$ cat src/rtl/event_pkt_pkg.sv
// Shared types and helpers for the event packetizer.
package event_pkt_pkg;

    // Default start-of-frame marker
    localparam logic [7:0] SOF_BYTE_DEFAULT = 8'hA5;

    typedef enum logic [2:0] {
        StIdle,
        StSof,
        StSeq,
        StPayload,
        StChk
    } pkt_state_e;

    // Number of whole bytes needed to carry a w-bit event
    function automatic int evt_bytes(input int w);
        return (w + 7) / 8;
    endfunction

endpackage

$ cat src/rtl/event_packetizer.sv
// Pops captured events from the monitor FIFO and serializes each one into a
// framed byte stream: SOF, sequence number, payload MSB-first, XOR checksum.
module event_packetizer
    import event_pkt_pkg::*;
#(
    parameter int unsigned PROBE_W  = 32,
    parameter int unsigned ID_W     = 8,
    parameter int unsigned TS_W     = 32,
    parameter logic [7:0]  SOF_BYTE = SOF_BYTE_DEFAULT
) (
    input  logic                          i_clk,
    input  logic                          i_rst,
    input  logic                          i_en,
    input  logic                          i_evt_valid,
    input  logic [TS_W+ID_W+PROBE_W-1:0]  i_evt_data,
    output logic                          o_evt_pop,
    output logic                          o_out_valid,
    output logic [7:0]                    o_out_data,
    output logic                          o_out_last,
    input  logic                          i_out_ready,
    output logic                          o_busy,
    output logic [7:0]                    o_seq,
    output logic [15:0]                   o_frames_sent
);

    localparam int unsigned EVT_W     = TS_W + ID_W + PROBE_W;
    localparam int unsigned EVT_BYTES = int'(evt_bytes(int'(EVT_W)));
    localparam int unsigned SR_W      = EVT_BYTES * 8;
    localparam int unsigned IDX_W     = (EVT_BYTES > 1) ? $clog2(EVT_BYTES) : 1;
    localparam logic [IDX_W-1:0] LAST_IDX = IDX_W'(EVT_BYTES - 1);

    pkt_state_e        r_state;
    pkt_state_e        w_state_next;
    logic [SR_W-1:0]   r_shift;
    logic [IDX_W-1:0]  r_idx;
    logic [7:0]        r_chk;
    logic [7:0]        r_seq;
    logic [15:0]       r_frames;

    logic              w_xfer;
    logic              w_pop;
    logic [7:0]        w_head;

    // Byte accepted by the sink; only possible while a frame is in flight
    assign w_xfer = o_out_valid && i_out_ready;
    // Pop only from IDLE; gating with reset keeps the strobe low during reset
    assign w_pop  = (r_state == StIdle) && i_en && i_evt_valid && !i_rst;
    assign w_head = r_shift[SR_W-1 -: 8];

    // State register
    always_ff @(posedge i_clk) begin
        if (i_rst) begin
            r_state <= StIdle;
        end else begin
            r_state <= w_state_next;
        end
    end

    // Next-state logic: every non-idle state advances only on a handshake
    always_comb begin
        w_state_next = r_state;
        unique case (r_state)
            StIdle: begin
                if (w_pop) w_state_next = StSof;
            end
            StSof: begin
                if (w_xfer) w_state_next = StSeq;
            end
            StSeq: begin
                if (w_xfer) w_state_next = StPayload;
            end
            StPayload: begin
                if (w_xfer && (r_idx == LAST_IDX)) w_state_next = StChk;
            end
            StChk: begin
                if (w_xfer) w_state_next = StIdle;
            end
            default: w_state_next = StIdle;
        endcase
    end

    // Output decode: data depends only on registered state, so it holds during stalls
    always_comb begin
        o_out_valid = 1'b0;
        o_out_data  = 8'h00;
        o_out_last  = 1'b0;
        unique case (r_state)
            StIdle: begin
                o_out_valid = 1'b0;
            end
            StSof: begin
                o_out_valid = 1'b1;
                o_out_data  = SOF_BYTE;
            end
            StSeq: begin
                o_out_valid = 1'b1;
                o_out_data  = r_seq;
            end
            StPayload: begin
                o_out_valid = 1'b1;
                o_out_data  = w_head;
            end
            StChk: begin
                o_out_valid = 1'b1;
                o_out_data  = r_chk;
                o_out_last  = 1'b1;
            end
            default: begin
                o_out_valid = 1'b0;
            end
        endcase
    end

    assign o_evt_pop     = w_pop;
    assign o_busy        = (r_state != StIdle);
    assign o_seq         = r_seq;
    assign o_frames_sent = r_frames;

    // Datapath: event shift register, byte index, checksum and frame counters
    always_ff @(posedge i_clk) begin
        if (i_rst) begin
            r_shift  <= '0;
            r_idx    <= '0;
            r_chk    <= 8'h00;
            r_seq    <= 8'h00;
            r_frames <= 16'h0000;
        end else begin
            if (w_pop) begin
                // Event sits zero-padded at the MSB end so the first byte out is the top byte
                r_shift <= SR_W'(i_evt_data);
                r_idx   <= '0;
                r_chk   <= 8'h00;
            end
            if (w_xfer) begin
                unique case (r_state)
                    StSeq: begin
                        r_chk <= r_seq;
                    end
                    StPayload: begin
                        r_chk   <= r_chk ^ w_head;
                        r_shift <= r_shift << 8;
                        r_idx   <= r_idx + 1'b1;
                    end
                    StChk: begin
                        r_seq    <= r_seq + 8'd1;
                        r_frames <= r_frames + 16'd1;
                    end
                    default: begin
                    end
                endcase
            end
        end
    end

endmodule

$ cat config.mk
export PLATFORM = sky130hd
export DESIGN_NAME = event_packetizer
export DESIGN_NICKNAME = d
export VERILOG_FILES = /design/src/rtl/event_pkt_pkg.sv /design/src/rtl/event_packetizer.sv
export SDC_FILE = /design/constraint.sdc
export NUM_CORES = 1
export LEC_CHECK = 0
export ABC_AREA = 1
export BUFFER_PORTS_ARGS = -buffer_cell sky130_fd_sc_hd__clkbuf_2
export CORE_ASPECT_RATIO = 1.1
export CORE_MARGIN = 2
export CORE_UTILIZATION = 50
export DETAILED_ROUTE_END_ITERATION = 6
export PLACE_DENSITY = 0.85
export REMOVE_ABC_BUFFERS = 1
export SYNTH_ARGS = -nofsm -noshare
export SYNTH_HDL_FRONTEND = slang
export SYNTH_SLANG_ARGS = --single-unit
$ cat constraint.sdc
create_clock -name i_clk -period 1.35 [get_ports i_clk]
set_input_delay 0.135 -clock i_clk [delete_from_list [all_inputs] [get_ports i_clk]]
set_output_delay 0.135 -clock i_clk [all_outputs]
set_load 0.03 [all_outputs]
# == Word level (Yosys, flattened, before mapping) ==
# Index checks and enable logic that the tools add are counted.
# op_classes
n_eq_ne,10
n_bitwise,1
add_sub_neg,3
n_reduce_logical,11
mux,18
# ops
cell,count
$mux W72,3
$pmux W8 S4,1
$add A16 B1 Y16 const B,1
$mux W8,2
$pmux W8 S2,1
$mux W3,5
$pmux W3 S5,1
$mux W4,3
$ne A2 B2 Y1 const B,5
$add A8 B1 Y8 const B,1
$xor A8 B8 Y8,1
$eq A3 B2 Y1 const B,2
$logic_and A1 B1 Y1,5
$reduce_and A5 Y1,1
$add A4 B1 Y4 const B,1
$eq A4 B4 Y1 const B,1
$reduce_or A4 Y1,1
$eq A3 B1 Y1 const B,1
$eq A3 B3 Y1 const B,1
$logic_not A3 Y1,1
$reduce_bool A3 Y1,1
$mux W1,2
$reduce_and A2 Y1,1
$logic_not A1 Y1,1
# totals
word_cells,49
in_bits,77
out_inout_bits,36
register_bits,111

# == Depth between registers and ports, before layout ==
# depth
word_depth,7
mapped_depth,10
ltp_nobuf,10

# == Worst setup path after synthesis ==
# Ideal clock, no wire load.
# synth_timing
path_type,reg-to-output
start,register r_state[1]
end,output o_out_data[0]
t_required_ps,1215
stages_incl_launch_ff,6
path_slack_ps,-237
arrival_ps,1452
path_cell_list,dfxtp_1 nor2_4 nand2_1 clkinv_1 nand2_1 nand4_1
# synth_between
elab_chain_cells,2
# synth_rtl
element,line_no,rtl
start: declaration,event_packetizer.sv:32,pkt_state_e r_state;
start signal: assignment,event_packetizer.sv:53,r_state <= StIdle;
start signal: assignment,event_packetizer.sv:55,r_state <= w_state_next;
"$eq A3 B3 Y1, or another cell as far along",event_packetizer.sv:87,unique case (r_state)
$pmux W8 S4 (*),event_packetizer.sv:87,
end: declaration,event_packetizer.sv:18,"output logic [7:0] o_out_data,"
# Mark *: on every way between the ends. The rest lies on a longest branch, timed or not.

# == Final worst setup path ==
# layout_timing
start,register r_state[1]
end,output o_out_data[7]
# Same word-level chain as after synthesis.

==> impl_results.rst <==
.. list-table::
   :header-rows: 1

   * - Metric
     - Value
   * - Outcome
     - finished with violations
   * - Violated checks
     - negative setup slack
   * - Count of standard-cell rows
     - 39
   * - Gr usage total
     - 26.7%
   * - Gate count after technology mapping
     - just over 700
   * - Layout Skew
     - approximately 0.0077 ns
   * - Setup crit end kind
     - output pin
   * - DRC violations left
     - 0
   * - Post-placement worst setup slack
     - -0.136 ns
   * - Initial antenna violation count
     - 0
   * - Number of max-slew violations in the final report
     - 0
   * - DRT Wirelength
     - roughly 19000 um
   * - Overall die area
     - around 0.012 mm^2
   * - Core region area
     - approximately 0.010 mm^2
   * - CTS tree
     - done
   * - Worst vdd rail ir drop
     - 0.736 mV
   * - Arrival time of the worst setup path
     - ~1.6 ns
   * - 1st-iter DRT viols
     - between 300 and 400
   * - Weighted congestion at the end of routability-driven global placement
     - roughly 0.85
   * - Area growth from synthesis to layout
     - 51.1%
   * - Path category of the worst min-delay check
     - in -> reg
   * - CP Cell Sequence
     - buf_6, inv_4, nor2_4, nand2_4, clkinv_8, nand2_4, nand4_1, clkbuf_8
   * - Synth Register Bits
     - between 100 and 150
   * - Max stage delay cell, worst path
     - sky130_fd_sc_hd__dfxtp_4
   * - Largest net degree at the start of global routing
     - 42
   * - Kind of start point of the critical path
     - register
   * - Starting density of the core
     - around half
   * - Bufs on Longest Clock Path
     - 2
   * - CTS clock-pin slew for the worst setup and hold paths
     - around 0.08 ns
   * - Highest net fanout along the worst path
     - 8
   * - Setup WS post-layout
     - -0.369 ns
   * - Maximum single-stage delay on the critical path
     - about 0.38 ns
   * - First-pass GRT wire length
     - ~25000 um
   * - CTS sink cnt
     - between 100 and 150
   * - Top delay family on crit path
     - simple AND/OR/NAND/NOR gates
   * - Post-DP HPWL
     - slightly above 9000 um
   * - Ratio of cells with drive above 1 in the final layout
     - a little under half
   * - RSZ-0062 raised after global routing
     - true
   * - Count of maximum capacitance violations
     - 0
   * - First-pass iteration count of the detailed router
     - 4
   * - Die W
     - between 100 and 150 um
   * - Worst rel slew slack
     - 77.4%
   * - Worst path most repeated cell
     - sky130_fd_sc_hd__nand2_4
   * - Layout Cells excl Fill
     - about 1000
   * - Total number of nets in the final design
     - 979
   * - Post-synthesis instance area
     - between 0.005 and 0.006 mm^2
   * - Overall die height
     - about 110 um
   * - Antenna cell count
     - 0
   * - Post-Place Cells
     - slightly below 1000
   * - Area of all placed cells without fillers
     - between 0.008 and 0.009 mm^2
   * - Count of buffer and inverter cells on the critical path
     - 4
   * - Final Cycle Share
     - 127%
   * - Data required time at the worst endpoint
     - ~1.2 ns
   * - Hold Worst Slack
     - between 0.04 and 0.05 ns
   * - Achievable clock frequency
     - just under 600 MHz
   * - Most frequent cells in the layout
     - 139 x sky130_fd_sc_hd__nand2_1, 106 x sky130_fd_sc_hd__dfxtp_1, 100 x sky130_fd_sc_hd__clkbuf_2
   * - Buffer cell driving the clock tree root
     - sky130_fd_sc_hd__clkbuf_16
   * - Clock latency on the worst-skew pair
     - about 0.35 ns
   * - Setup violations, final
     - around 120
   * - Static leakage power
     - roughly 3.3 nW
   * - Hold Fails Final Rpt
     - 0
   * - Total placed instance area
     - 0.00643 mm^2
   * - GRT Residual Overflow
     - 0
   * - Count of port buffers added during placement
     - about 110
   * - Pwr dens
     - around 1100 mW/mm^2
   * - Setup TNS Final
     - -25.02 ns
   * - Worst setup path class
     - reg -> out
   * - Mean instance size in the synthesized netlist
     - around 7.5 um^2
   * - Sequential element share of the synthesized area
     - between 40% and 50%
   * - Number of global-route vias before repair
     - about 5300
   * - Post-DRT Antenna Nets
     - 0
   * - Overall via count from detail_route
     - slightly below 6000
   * - Number of library cell types mapped by synthesis
     - 29
   * - Post-detailed-route via-to-cell ratio
     - 5.70
   * - # IOs
     - around 110
   * - Average detailed-routed wire length per instance
     - about 18 um
   * - Number of H-tree levels
     - 3
   * - Min cycle time layout
     - around 1.7 ns
   * - Slew at the pin closest to its max-slew limit
     - 0.336 ns
   * - Num CTS Buffers
     - 9
   * - Yosys warning count
     - 0
   * - Most common cell after layout, fill and taps aside
     - sky130_fd_sc_hd__nand2_1
-- Yosys cell counts --
cell                       count  area [um^2]
sky130_fd_sc_hd__nor3b_1       1         7.51
sky130_fd_sc_hd__buf_8         4         60.1
sky130_fd_sc_hd__nand3_2       2         20.0
sky130_fd_sc_hd__nand2_2       2         12.5
sky130_fd_sc_hd__clkbuf_1     21         78.8
sky130_fd_sc_hd__inv_2         5         18.8
sky130_fd_sc_hd__buf_4         6         45.0
sky130_fd_sc_hd__xnor2_1       8         70.1
sky130_fd_sc_hd__o21ai_1       1         5.00
sky130_fd_sc_hd__buf_6         2         22.5
sky130_fd_sc_hd__xor2_1        1         8.76
sky130_fd_sc_hd__nand2_1     157          589
sky130_fd_sc_hd__nor2_1       57          214
sky130_fd_sc_hd__a21oi_2      78          683
sky130_fd_sc_hd__buf_2        10         50.1
sky130_fd_sc_hd__nand3_1      21          105
sky130_fd_sc_hd__nand2_4       1         11.3
sky130_fd_sc_hd__clkinv_1      1         3.75
sky130_fd_sc_hd__a211oi_1      2         15.0
sky130_fd_sc_hd__a21oi_1      77          385
sky130_fd_sc_hd__o31ai_1       1         7.51
sky130_fd_sc_hd__ha_1          4         50.1
sky130_fd_sc_hd__o21ai_0      85          425
sky130_fd_sc_hd__nor2_2        2         12.5
sky130_fd_sc_hd__nor3_1       18         90.1
sky130_fd_sc_hd__nand4_1       9         56.3
sky130_fd_sc_hd__nor2_4        2         22.5
sky130_fd_sc_hd__inv_1        35          131
sky130_fd_sc_hd__dfxtp_1     111         2220
-- state kept, by name, summed over array words and instances (netlist names) --
name,count
o_frames_sent,16
r_chk,8
r_state,3
r_idx,4
r_shift,72
o_seq,8
-- worst min-delay path, cell delays in order --
cell and delay (ns):
sky130_fd_sc_hd__clkbuf_2 0.08, sky130_fd_sc_hd__nor2_1 0.09, sky130_fd_sc_hd__nor3_1 0.05
-- per-layer routing --
| metal | share of wire, % | GRT usage, % | up-vias |
|---|---|---|---|
| li1 | - | - | 2797 |
| met1 | 38 | 33.4 | 2763 |
| met2 | 51 | 44.4 | 328 |
| met3 | 6.5 | 6.42 | 75 |
| met4 | 4.8 | 9.74 | 0 |
| met5 | 0 | 0 | - |
-- cells by family (layout without fill, tap and decap cells) --
family / after synthesis / count (layout) / synth area share [%]
compound gates: 244 / 244 / 28.1
xor+xnor: 9 / 9 / 1.45
fa+ha+maj: 4 / 4 / 0.923
buf+inv: 84 / 263 / 7.57
flops: 111 / 111 / 41.0
simple gates: 272 / 272 / 21.0
-- metrics by stage --
stage / power, mW / utilization, %
after floorplan: 4.83 / -
after global placement: 5.55 / 61.3
after detailed placement: 5.59 / 61.3
after CTS: 8.74 / 70.7
after global routing: 9.76 / 78.1
final: 9.41 / 78.1
-- what timing repair did --
item | 4_1_cts | 5_1_grt
hold buffers | 0 | 0
buffers inserted | 12 | 12
hold endpoints to repair | 0 | 0
cloned | 8 | 5
resized for setup | 135 | 167
pin swaps | 14 | 26
endpoints found under the setup margin | 110 | 123
-- power breakdown --
group          total [mW]  switching, mW  internal [mW]  leakage, nW
combinational        3.13           1.66           1.47         2.25
clock                2.59           1.30           1.29        0.140
sequential           3.68          0.174           3.51        0.903
total                9.41           3.14           6.27         3.30
-- path summary, 6_finish.rpt --
| check | end | slack, ns | cells past startpoint | startpoint |
|---|---|---|---|---|
| min | r_shift[6] | 0.04 | 3 | i_evt_data[6] |
| max reg2reg | r_idx[0] | -0.36 | 7 | r_state[2] |
| max | o_out_data[7] | -0.37 | 8 | r_state[1] |
| min reg2reg | r_shift[24] | 0.47 | 2 | r_shift[24] |
-- area by class of cell --
type	count	area, um^2
repair inverters	1	16.3
clock inverters	6	51.3
flip-flops and latches	111	2240
fillers	645	2300
clock buffers	10	229
multi-input cells	529	3380
well taps	143	179
inverters	41	186
repair buffers	205	1920
Note: power is estimated with default switching activity, not from simulation.
